### config.mk
export PLATFORM = sky130hd
export DESIGN_NAME = ahb_lite_decoder
export DESIGN_NICKNAME = d
export VERILOG_FILES = /design/src/rtl/ahb_lite_decoder_pkg.sv /design/src/rtl/ahb_lite_default_slave.sv /design/src/rtl/ahb_lite_decoder.sv
export SDC_FILE = /design/constraint.sdc
export NUM_CORES = 1
export LEC_CHECK = 0
export BUFFER_PORTS_ARGS = -buffer_cell sky130_fd_sc_hd__buf_2
export CAP_MARGIN = 10
export CORE_MARGIN = 2
export CORE_UTILIZATION = 28
export CTS_CLUSTER_DIAMETER = 100
export DETAILED_ROUTE_END_ITERATION = 7
export GPL_ROUTABILITY_DRIVEN = 0
export PLACE_DENSITY = 0.78
export SLEW_MARGIN = 0
export SYNTH_ARGS = -nofsm -noshare
export SYNTH_HDL_FRONTEND = slang
export SYNTH_SLANG_ARGS = --single-unit
### constraint.sdc
create_clock -name HCLK -period 1.6 [get_ports HCLK]
set_input_delay 0.08 -clock HCLK [delete_from_list [all_inputs] [get_ports HCLK]]
set_output_delay 0.08 -clock HCLK [all_outputs]
set_load 0.01 [all_outputs]
### src/rtl/ahb_lite_decoder_pkg.sv
// rtl/ahb_lite_decoder_pkg.sv - shared AHB-Lite constants, default memory map and default-slave states
package ahb_lite_decoder_pkg;

  localparam logic [1:0] HTRANS_IDLE   = 2'b00;
  localparam logic [1:0] HTRANS_BUSY   = 2'b01;
  localparam logic [1:0] HTRANS_NONSEQ = 2'b10;
  localparam logic [1:0] HTRANS_SEQ    = 2'b11;

  localparam logic HRESP_OKAY  = 1'b0;
  localparam logic HRESP_ERROR = 1'b1;

  // Slave 0 reset ROM, slave 1 RAM, slave 2 GPIO; slave i lives at [32*i +: 32]
  localparam int unsigned DEF_NSLAVE = 3;
  localparam logic [95:0] DEF_SLV_BASE = {32'h1F80_0000, 32'h0000_0000, 32'h1FC0_0000};
  localparam logic [95:0] DEF_SLV_MASK = {32'hFFFF_0000, 32'hFFFC_0000, 32'hFFFF_C000};

  typedef enum logic [1:0] {
    DS_OK   = 2'd0,
    DS_ERR1 = 2'd1,
    DS_ERR2 = 2'd2
  } ds_state_e;

  function automatic logic is_active(input logic [1:0] htrans);
    return (htrans == HTRANS_NONSEQ) || (htrans == HTRANS_SEQ);
  endfunction

endpackage

### src/rtl/ahb_lite_default_slave.sv
// rtl/ahb_lite_default_slave.sv - answers unmapped NONSEQ/SEQ transfers with the two-cycle ERROR response
module ahb_lite_default_slave
  import ahb_lite_decoder_pkg::*;
(
  input  logic       HCLK,
  input  logic       HRESETn,
  input  logic       HREADY,
  input  logic       sel,
  input  logic [1:0] HTRANS,
  output logic       HREADYOUT,
  output logic       HRESP
);

  ds_state_e state_q, state_d;
  logic      err_req;

  assign err_req = HREADY && sel && is_active(HTRANS);

  always_ff @(posedge HCLK or negedge HRESETn) begin
    if (!HRESETn) begin
      state_q <= DS_OK;
    end else begin
      state_q <= state_d;
    end
  end

  always_comb begin
    state_d   = state_q;
    HREADYOUT = 1'b1;
    HRESP     = HRESP_OKAY;
    case (state_q)
      DS_OK: begin
        if (err_req) state_d = DS_ERR1;
      end
      DS_ERR1: begin
        HREADYOUT = 1'b0;
        HRESP     = HRESP_ERROR;
        state_d   = DS_ERR2;
      end
      DS_ERR2: begin
        // Last error cycle is also an address phase; a fresh unmapped transfer restarts the error
        HRESP   = HRESP_ERROR;
        state_d = err_req ? DS_ERR1 : DS_OK;
      end
      default: state_d = DS_OK;
    endcase
  end

endmodule

### src/rtl/ahb_lite_decoder.sv
// rtl/ahb_lite_decoder.sv - AHB-Lite address decoder and data-phase response multiplexer
module ahb_lite_decoder
  import ahb_lite_decoder_pkg::*;
#(
  parameter int unsigned              NSLAVE   = DEF_NSLAVE,
  parameter logic [32*NSLAVE-1:0]     SLV_BASE = DEF_SLV_BASE,
  parameter logic [32*NSLAVE-1:0]     SLV_MASK = DEF_SLV_MASK
) (
  input  logic                   HCLK,
  input  logic                   HRESETn,
  input  logic [31:0]            HADDR,
  input  logic [1:0]             HTRANS,
  output logic [31:0]            HRDATA,
  output logic                   HREADY,
  output logic                   HRESP,
  output logic [NSLAVE-1:0]      HSEL_S,
  input  logic [32*NSLAVE-1:0]   HRDATA_S,
  input  logic [NSLAVE-1:0]      HREADYOUT_S,
  input  logic [NSLAVE-1:0]      HRESP_S
);

  logic [NSLAVE-1:0] hit;
  logic [NSLAVE-1:0] dsel_q, dsel_d;
  logic              ddef_q, ddef_d;
  logic              unmapped;
  logic              ds_hreadyout, ds_hresp;

  for (genvar i = 0; i < NSLAVE; i++) begin : g_hit
    assign hit[i] = (HADDR & SLV_MASK[32*i +: 32]) == SLV_BASE[32*i +: 32];
  end

  // Walk from the top down so the lowest-index overlapping slave ends up owning the address
  always_comb begin
    HSEL_S = '0;
    for (int i = NSLAVE - 1; i >= 0; i--) begin
      if (hit[i]) begin
        HSEL_S    = '0;
        HSEL_S[i] = 1'b1;
      end
    end
  end

  assign unmapped = (HSEL_S == '0);

  always_comb begin
    dsel_d = dsel_q;
    ddef_d = ddef_q;
    if (HREADY) begin
      dsel_d = HSEL_S;
      ddef_d = unmapped && is_active(HTRANS);
    end
  end

  always_ff @(posedge HCLK or negedge HRESETn) begin
    if (!HRESETn) begin
      dsel_q <= '0;
      ddef_q <= 1'b0;
    end else begin
      dsel_q <= dsel_d;
      ddef_q <= ddef_d;
    end
  end

  ahb_lite_default_slave u_default_slave (
    .HCLK      (HCLK),
    .HRESETn   (HRESETn),
    .HREADY    (HREADY),
    .sel       (unmapped),
    .HTRANS    (HTRANS),
    .HREADYOUT (ds_hreadyout),
    .HRESP     (ds_hresp)
  );

  always_comb begin
    HRDATA = '0;
    HREADY = ds_hreadyout;
    HRESP  = ds_hresp;
    if (!ddef_q) begin
      for (int i = 0; i < NSLAVE; i++) begin
        if (dsel_q[i]) begin
          HRDATA = HRDATA_S[32*i +: 32];
          HREADY = HREADYOUT_S[i];
          HRESP  = HRESP_S[i];
        end
      end
    end
  end

endmodule

==> results of run 1 <==
-- cell families after synthesis --
logic type / count (synthesis) / synth area share (%)
buffers and inverters: 25 / 7.92
DFF: 6 / 12.0
muxes: 6 / 5.51
and+or+nand+nor: 86 / 32.0
adders and majority gates: 5 / 5.01
AOI/OAI and AO/OA: 73 / 37.6
-- layout make-up --
class | count | area [um^2] | area share [%]
inverter | 6 | 22.5 | 0.882
sequential | 6 | 151 | 5.93
clock buffer | 4 | 45.0 | 1.76
multi-input combinational | 170 | 1170 | 46.0
tap | 52 | 65.1 | 2.55
timing repair buffer | 184 | 1100 | 42.9
-- flip-flops by register name, summed over array words and instances, names as in the netlist --
| signal | flops |
|---|---|
| dsel_q | 3 |
| u_default_slave.state_q | 2 |
| ddef_q | 1 |
-- placed cells by master (no fill, tap or decap), types with 5 or more instances in the layout --
cell type / instances
a22oi_1: 8
a21oi_2: 5
buf_4: 12
buf_6: 6
dfrtp_1: 5
a21oi_1: 30
nor2_1: 63
nand2_1: 5
buf_2: 159
a22oi_2: 23
-- power by group --
part | switching [mW] | internal (mW) | leakage [nW]
combinational | 0.412 | 0.358 | 1.25
sequential | 0.0325 | 0.184 | 0.0778
clock | 0.0718 | 0.172 | 0.0228
-- per-stage QoR --
step                power (mW)   TNS (ns)  hold WS (ns)  instance area (um^2)
finish                    1.23      -3.33         0.222                  2550
global route              1.32      -7.19         0.236                  2550
global placement         0.831  -0.000250       -0.0878                  2150
floorplan                0.557          0        -0.216                  1250
CTS                       1.19      -2.18         0.208                  2310
detailed placement       0.854    -0.0984       -0.0842                  2150
-- worst min path at each step --
stage / endpoint / startpoint / slack [ns]
after floorplan: ddef_q / HRESETn / -0.22
after global placement: u_default_slave.state_q[0] / HRESETn / -0.09
after detailed placement: u_default_slave.state_q[0] / HRESETn / -0.08
after CTS: dsel_q[0] / HRESETn / 0.21
after global routing: dsel_q[0] / HRESETn / 0.24
final: dsel_q[0] / HRESETn / 0.22
-- metal layers --
layer / GRT usage, % / vias up
met5: 0 / -
met4: 5.45 / 0
met3: 3.99 / 7
met2: 35.7 / 91
met1: 23.1 / 905
li1: - / 1061
-- what timing repair did --
action,4_1_cts,5_1_grt
setup endpoints to repair,36,40
hold endpoints to repair,6,0
pin swaps,1,21
buffers inserted,3,5
cloned,1,2
gates resized for setup,14,37
hold buffers,1,0
==> summary.md, run 1 <==
## Run status
* status: finished with violations
* failing checks: negative setup slack

## Die
* starting density of the core: 28.9%
* DIE HEIGHT: 70.8 um
* area of the placeable core: 0.00432 mm^2
* die footprint: 0.00501 mm^2
* I/O pin count: 175
* overall die width: 70.8 um
* site row count: 24

## Worst setup path
* maximum cell stage delay along the critical path: 0.39 ns
* endpoint kind of the worst setup timing path: primary output
* launch point of the worst reg-to-reg path: dsel_q[0]
* kind of launch point of the worst setup path: flip-flop
* Critical Path Fanout Max: 6
* family with the most delay on the worst path: buffers and inverters
* capture instance of the worst register-to-register path: u_default_slave.state_q[1]
* cell-by-cell trace of the critical path: buf_6, nor2b_4, buf_6, clkbuf_16, a22oi_2, nor2_1, a21oi_1, nor2_1, buf_2
* depth of the worst register-to-register path: 6
* WS Path Type: flip-flop to primary output
* crit path DAT: 1.67 ns
* slowest library cell on the worst path: dfrtp_1
* data required time of the critical path: 1.52 ns
* Worst Setup SP: dsel_q[0]
* Bufs and invs on worst path: 4
* crit path to: HRDATA[22]
* path length in cells of the critical path: 9
* Worst R2R Setup Slack: -0.14 ns

## Detailed routing
* number of routed nets with antenna violations: 0
* final routed wire length divided by cell count: 13.2 um
* mean number of vias per cell: 4.89
* Met3 Wirelength: 422 um
* number of violations reported at the end of detailed-routing iteration 0: 50
* vias after detailed routing: 2,064
* Pre-Repair DR Iteration Count: 4
* total DRC errors in the routed layout: 0
* final routed wirelength across all metal layers: 5.56 mm
* uppermost metal layer occupied by signal nets: met4
* Met2 Wirelength: 2.94 mm
* metal1 wirelength: 2.14 mm

## Yosys
* number of flops mapped to enable cells by yosys: 0
* cell types occupying the most area after synthesis: nor2_1, a22oi_1, a21oi_1, dfrtp_1, ha_1
* largest area contributor in the synthesized netlist: nor2_1
* commonest cells in the synthesized netlist: nor2_1, a21oi_1, a22oi_1, clkbuf_1
* Async S/R FF share, synth: 100%
* post-synthesis sequential element count: 6
* post-synthesis sequential area ratio: 12.0%
* Synth warnings: 0
* number of standard cells after synthesis: 201
* post-synthesis area per instance: 6.21 um^2
* top-count cell post-synth: nor2_1
* Syn Nets: 344
* count of different cell masters after synthesis: 33
* Synth Cell Area: 0.00125 mm^2
* top_reg_cell synth: dfrtp_1
* fraction of post-synthesis cell area in the top cell type by area: 19.8%

## STA
* final setup vio count: 35
* number of hold violations in the final report: 0
* Worst Setup Slack, final: -0.147 ns
* RSZ-0062 raised after global routing: yes
* clock skew: 0.00262 ns
* minimum clock period: 1.75 ns
* part of the cycle the worst path needs: 109%
* Peak Freq: 572 MHz
* worst slew pin tran: 0.347 ns
* final slew viol count: 0
* Worst slew margin: 76.7%

## Clock network
* Clk pin slew, worst setup/hold paths: 0.04 ns
* number of H-tree levels: 1
* number of clock sinks seen by CTS: 6
* clock latency at the later pin of the worst-skew pair: 0.23 ns
* CTS root buf: clkbuf_8
* CTS Buf Count: 3
* buffer depth of the longest clock path: 2
* clock tree from TritonCTS: done

## GRT
* largest net degree at the start of global routing: 31
* total global-route track usage: 19.6%
* number of antenna violations at the first check in global routing: 0
* first-pass GRT wire length: 8.16 mm
* total global routing overflow: 0
* vias in the first global route: 1,918

## Finish
* fraction of layout cells with a size suffix above 1: 63.2%
* Layout Area Growth over Synthesis: 105%
* layout filler cell count: 426
* number of standard cells in the final layout excluding fillers: 422
* count of antenna diodes in the layout: 0
* final net count: 514
* final standard cell utilization of the core: 59.1%

## Placement
* hpwl dp: 4.05 mm
* Post-Place Worst Slack: -0.0764 ns
* dpl cells: 406
* count of buffers inserted at the top-level ports: 159

## Power
* power per cell area: 482 mW/mm^2
* peak supply drop: 0.373 mV
* standby leakage power: 1.35 nW

## Worst hold path
* worst min-delay path class: input port to async pin

## Flow run
* total of max-cap violations: 0

No activity file was read; power rests on OpenSTA's default activity.
==> inputs of run 2 (changes only) <==
- ABC_AREA: unset -> 1
==> summary.md, run 2 <==
## Clock network
* clock latency at the later pin of the worst-skew pair: 0.22 ns, about the same
* CTS root buf: clkbuf_8
* CTS Buf Count: 3, unchanged
* Clk pin slew, worst setup/hold paths: 0.04 ns, about the same
* number of H-tree levels: 1, unchanged
* number of clock sinks seen by CTS: 6, unchanged
* clock tree from TritonCTS: done
* buffer depth of the longest clock path: 2, unchanged

## STA
* final slew viol count: 0, unchanged
* worst slew pin tran: 0.226 ns, -0.121 ns
* final setup vio count: 0, -100%
* clock skew: 0.00205 ns, -0.000565 ns
* Hold Slack: 0.213 ns, -0.00955 ns
* minimum clock period: 1.59 ns, -0.157 ns
* Peak Freq: 629 MHz, +9.9%
* Worst slew margin: 84.7%, +8.1 points
* RSZ-0062 raised after global routing: yes
* Worst Setup Slack, final: 0.00962 ns, +0.157 ns
* number of hold violations in the final report: 0, unchanged
* part of the cycle the worst path needs: 99.4%, -9.8 points

## Finish
* final net count: 547, +6.4%
* max FFs per register: 3, unchanged
* most used cells in the layout excluding fill and tap cells: buf_2, a21oi_1, nand2_1
* final std cell area, no fill: 0.00224 mm^2, -12%
* Layout Area Growth over Synthesis: 77.6%
* Top reg by flops: dsel_q
* largest registers: dsel_q x3, u_default_slave.state_q x2, ddef_q x1
* layout filler cell count: 450, +5.6%
* count of antenna diodes in the layout: 0, unchanged
* fraction of layout cells with a size suffix above 1: 47.3%, -16 points
* most frequent standard cell in the layout excluding fill and tap cells: buf_2

## GRT
* total global-route track usage: 19.7%, +0.13 points
* first-pass GRT wire length: 8.25 mm, +1.1%
* vias in the first global route: 1,963, +2.3%
* number of antenna violations at the first check in global routing: 0, unchanged
* largest net degree at the start of global routing: 22, -29%
* total global routing overflow: 0, unchanged

## Die
* site row count: 24, unchanged
* starting density of the core: 29.0%, +0.15 points
* I/O pin count: 175, unchanged
* die footprint: 0.00507 mm^2, +1.1%
* area of the placeable core: 0.00435 mm^2, +0.69%
* overall die width: 71.2 um, +0.57%
* DIE HEIGHT: 71.2 um, +0.57%

## Detailed routing
* mean number of vias per cell: 4.82, -1.5%
* Pre-Repair DR Iteration Count: 4, unchanged
* number of violations reported at the end of detailed-routing iteration 0: 86, +72%
* final routed wirelength across all metal layers: 5.31 mm, -4.5%
* number of routed nets with antenna violations: 0, unchanged
* total DRC errors in the routed layout: 0, unchanged
* vias after detailed routing: 2,188, +6.0%
* final routed wire length divided by cell count: 11.7 um, -11%

## Worst setup path
* Worst Setup SP: u_default_slave.state_q[0]
* path length in cells of the critical path: 9, unchanged
* launch point of the worst reg-to-reg path: u_default_slave.state_q[0]
* slowest library cell on the worst path: dfrtp_1
* crit path to: HRESP
* endpoint kind of the worst setup timing path: primary output
* WS Path Type: flip-flop to primary output
* kind of launch point of the worst setup path: flip-flop
* capture instance of the worst register-to-register path: dsel_q[0]
* maximum cell stage delay along the critical path: 0.41 ns, +0.02 ns
* depth of the worst register-to-register path: 7, +1
* Bufs and invs on worst path: 3, -1
* Critical Path Fanout Max: 4, -2
* cell-by-cell trace of the critical path: inv_2, ha_4, inv_2, nand2_1, o211ai_1, nand3_1, o211ai_1, o21ai_1, buf_2
* crit path DAT: 1.51 ns, -0.16 ns
* family with the most delay on the worst path: flip-flops
* data required time of the critical path: 1.52 ns, about the same
* Worst R2R Setup Slack: 0.14 ns, +0.28 ns

## Yosys
* Synth warnings: 0, unchanged
* Async S/R FF share, synth: 100%, unchanged
* Synth Cell Area: 0.00126 mm^2, +1.2%
* commonest cells in the synthesized netlist: a21oi_1, nand2_1, o21ai_0, nor2_1, inv_1
* top-count cell post-synth: a21oi_1
* post-synthesis sequential area ratio: 11.9%, -0.14 points
* number of flops mapped to enable cells by yosys: 0, unchanged
* post-synthesis sequential element count: 6, unchanged
* Syn Nets: 383, +11%
* count of different cell masters after synthesis: 20, -39%
* number of standard cells after synthesis: 240, +19%
* largest area contributor in the synthesized netlist: a21oi_1
* post-synthesis area per instance: 5.27 um^2, -15%
* fraction of post-synthesis cell area in the top cell type by area: 25.7%, +5.9 points
* cell types occupying the most area after synthesis: a21oi_1, nand2_1, dfrtp_1, o21ai_0, nor2_1
* top_reg_cell synth: dfrtp_1

## Power
* standby leakage power: 1.23 nW, -8.9%
* power per cell area: 656 mW/mm^2, +36%
* peak supply drop: 0.350 mV, -6.3%

## Placement
* hpwl dp: 4.35 mm, +7.4%
* Post-Place Worst Slack: 0.0440 ns, +0.120 ns
* count of buffers inserted at the top-level ports: 159, unchanged
* cell area after placement: 0.00214 mm^2, -0.29%

## Worst hold path
* worst min-delay path class: input port to async pin

## Flow run
* total of max-cap violations: 0, unchanged

## Run status
* status: finished, final reports clean

-- run 2: cells by family after synthesis --
kind of cell / after synthesis / synth area share, %
AND/OR/NAND/NOR: 91 / 28.8
AO/OA/AOI/OAI: 106 / 43.8
buffers and inverters: 32 / 10.6
flip-flops: 6 / 11.9
adder cells (fa/ha/maj): 5 / 4.95
-- run 2: layer usage --
metal | up-vias | part of all wire [%] | track usage (%)
li1 | 1133 | - | -
met1 | 927 | 38 | 22.1
met2 | 124 | 51 | 38.1
met3 | 4 | 9.6 | 2.56
met4 | 0 | 0.96 | 5.87
met5 | - | 0 | 0
-- run 2: layout make-up --
cell class | instances | area, um^2 | share of cell area (%)
clock buffer | 3 | 41.3 | 1.84
inverter | 15 | 60.1 | 2.68
multi-input combinational | 202 | 995 | 44.3
sequential | 6 | 150 | 6.69
tap | 52 | 65.1 | 2.90
timing repair buffer | 176 | 933 | 41.6
-- run 2: how the worst min path moves through the flow --
stage	depth (start not counted)	slack [ns]	end
2_1_floorplan	0	-0.22	ddef_q
3_3_place_gp	1	-0.09	u_default_slave.state_q[1]
3_5_place_dp	1	-0.09	u_default_slave.state_q[1]
4_1_cts	2	0.21	u_default_slave.state_q[1]
5_1_grt	5	0.24	u_default_slave.state_q[0]
6_report	2	0.21	u_default_slave.state_q[1]
-- run 2: where the power goes --
part	internal [mW]	switching [mW]	total, mW
logic	0.490	0.543	1.03
registers	0.186	0.0308	0.217
clock network	0.161	0.0608	0.222
total	0.838	0.634	1.47
-- run 2: through the flow --
stage	instances	utilization, %	power (mW)	setup TNS, ns
floorplan	240	-	0.747	0
global placement	446	49.2	1.07	0
detailed placement	446	49.2	1.11	0
CTS	452	51.0	1.43	-0.0103
global route	454	51.6	1.63	-0.214
finish	454	51.6	1.47	0
-- run 2: what timing repair did --
action                                 4_1_cts  5_1_grt
hold buffers                                 1        0
setup endpoints to repair                    2       21
endpoints found under the hold margin        6        0
buffers inserted                             2        2
resized for setup                            4        5
pin swaps                                    1        3
==> inputs of run 3 (changes only) <==
- BUFFER_PORTS_ARGS: -buffer_cell sky130_fd_sc_hd__buf_2 -> -buffer_cell sky130_fd_sc_hd__clkbuf_2
==> summary.md, run 3 (synthesis results as in run 2) <==
## STA
* minimum clock period: 1.56 ns, -0.0291 ns
* Hold Slack: 0.192 ns, -0.0210 ns
* part of the cycle the worst path needs: 97.6%, -1.8 points
* RSZ-0062 raised after global routing: yes
* final setup vio count: 0, unchanged
* Worst slew margin: 84.1%, -0.66 points
* worst slew pin tran: 0.239 ns, +0.0123 ns
* clock skew: 0.00426 ns, +0.00221 ns
* final slew viol count: 0, unchanged
* Peak Freq: 641 MHz, +1.9%
* number of hold violations in the final report: 0, unchanged

## GRT
* total global-route track usage: 20.0%, +0.32 points
* vias in the first global route: 2,019, +2.9%
* most crowded layer after global routing: met2
* global routing met2 resource utilization: 40.4%, +2.4 points
* total global routing overflow: 0, unchanged
* GR met3 Demand/Resource: 2.99%, +0.43 points
* first-pass GRT wire length: 8.46 mm, +2.5%
* number of antenna violations at the first check in global routing: 0, unchanged
* met1 usage: 20.8%, -1.2 points
* largest net degree at the start of global routing: 24, +9.1%

## Die
* die footprint: 0.00507 mm^2, unchanged
* area of the placeable core: 0.00435 mm^2, unchanged
* starting density of the core: 29.0%, unchanged
* overall die width: 71.2 um, unchanged
* site row count: 24, unchanged
* DIE HEIGHT: 71.2 um, unchanged
* I/O pin count: 175, unchanged

## Worst setup path
* cell-by-cell trace of the critical path: inv_2, ha_4, inv_2, nand2_1, o211ai_1, nand3_1, o211ai_1, o21ai_1, buf_2
* data required time of the critical path: 1.52 ns, about the same
* maximum cell stage delay along the critical path: 0.40 ns, about the same
* Critical Path Fanout Max: 3, -1
* capture instance of the worst register-to-register path: u_default_slave.state_q[0]
* slowest library cell on the worst path: dfrtp_1
* launch point of the worst reg-to-reg path: u_default_slave.state_q[0]
* endpoint kind of the worst setup timing path: primary output
* kind of launch point of the worst setup path: flip-flop
* Worst R2R Setup Slack: 0.16 ns, +0.02 ns
* crit path DAT: 1.48 ns, -0.03 ns
* depth of the worst register-to-register path: 7, unchanged
* WS Path Type: flip-flop to primary output

## Worst hold path
* min-delay src: HTRANS[1]
* worst hold path stage count: 5
* endpoint of the worst hold-timing path: u_default_slave.state_q[0]
* worst min-delay path class: input port to flip-flop

## Finish
* Layout Area Growth over Synthesis: 78.8%
* most used cells in the layout excluding fill and tap cells: clkbuf_2, a21oi_1, nand2_1
* number of standard cells in the final layout excluding fillers: 456, +0.44%
* most frequent standard cell in the layout excluding fill and tap cells: clkbuf_2
* fraction of layout cells with a size suffix above 1: 47.8%, +0.51 points
* max FFs per register: 3, unchanged
* count of antenna diodes in the layout: 0, unchanged
* final net count: 549, +0.37%
* Top reg by flops: dsel_q
* largest registers: dsel_q x3, u_default_slave.state_q x2, ddef_q x1

## Detailed routing
* vias after detailed routing: 2,190, +0.091%
* total DRC errors in the routed layout: 0, unchanged
* Pre-Repair DR Iteration Count: 4, unchanged
* final routed wirelength across all metal layers: 5.24 mm, -1.3%
* number of routed nets with antenna violations: 0, unchanged
* final routed wire length divided by cell count: 11.5 um, -1.7%
* mean number of vias per cell: 4.80, -0.35%
* number of violations reported at the end of detailed-routing iteration 0: 63, -27%

## Placement
* count of buffers inserted at the top-level ports: 159, unchanged
* dpl cells: 446, unchanged
* hpwl dp: 4.33 mm, -0.48%

## Clock network
* number of clock sinks seen by CTS: 6, unchanged
* number of H-tree levels: 1, unchanged
* clock latency at the later pin of the worst-skew pair: 0.23 ns, about the same
* Clk pin slew, worst setup/hold paths: 0.04 ns, about the same
* clock tree from TritonCTS: done
* CTS root buf: clkbuf_8
* buffer depth of the longest clock path: 2, unchanged
* CTS Buf Count: 3, unchanged

## Power
* standby leakage power: 1.23 nW, +0.28%
* power per cell area: 667 mW/mm^2, +1.8%
* peak supply drop: 0.391 mV, +12%
* Power Total: 1.51 mW, +2.4%

## Run status
* status: finished, final reports clean

## Flow run
* total of max-cap violations: 0, unchanged

run 3: critical path, delay by kind of cell (launching register included):
family          cells  cell delay (ns)
simple gates        2             0.14
buf+inv             3             0.28
fa+ha+maj           1             0.20
compound gates      3             0.24
flops               1             0.40
run 3: report_power, final:
part | switching [mW] | leakage [nW] | internal (mW)
registers | 0.0266 | 0.0778 | 0.186
clock network | 0.0683 | 0.0216 | 0.162
logic | 0.557 | 1.13 | 0.508
run 3: what timing repair did:
action	4_1_cts	5_1_grt
pin swaps	1	2
buffers inserted	4	2
hold buffers	1	0
endpoints found under the setup margin	2	27
gates resized for setup	4	7
hold endpoints to repair	6	0
run 3: per-layer routing:
metal  share of wire [%]  up-vias
met5                   0        -
met4                 1.0        0
met3                 9.9        5
met2                  52      108
met1                  37      942
li1                    -     1135
run 3: how the worst max path moves through the flow:
stage	slack (ns)	cells after the start	startpoint	endpoint
5_1_grt	-0.06	9	u_default_slave.state_q[0]	HRESP
4_1_cts	-0.008	6	u_default_slave.state_q[1]	HREADY
2_1_floorplan	0.14	8	u_default_slave.state_q[1]	u_default_slave.state_q[1]
3_5_place_dp	0.04	7	u_default_slave.state_q[0]	u_default_slave.state_q[1]
6_report	0.04	9	u_default_slave.state_q[0]	HRESP
3_3_place_gp	0.10	7	u_default_slave.state_q[0]	u_default_slave.state_q[1]
run 3: cell type report:
type                       instances  area, um^2
clock buffer                       3        41.3
sequential                         6         151
timing repair buffer             178         945
tap                               52        65.1
inverter                          15        62.6
fill                             467        2090
multi-input combinational        202         995
run 3: metrics by stage:
stage | setup TNS (ns) | instance area (um^2) | setup slack (ns) | utilization (%)
after floorplan | 0 | 1260 | 0.137 | -
after global placement | 0 | 2140 | 0.103 | 49.2
after detailed placement | 0 | 2140 | 0.0363 | 49.2
after CTS | -0.00823 | 2230 | -0.00823 | 51.3
after global routing | -0.0899 | 2260 | -0.0556 | 51.9
final | 0 | 2260 | 0.0387 | 51.9
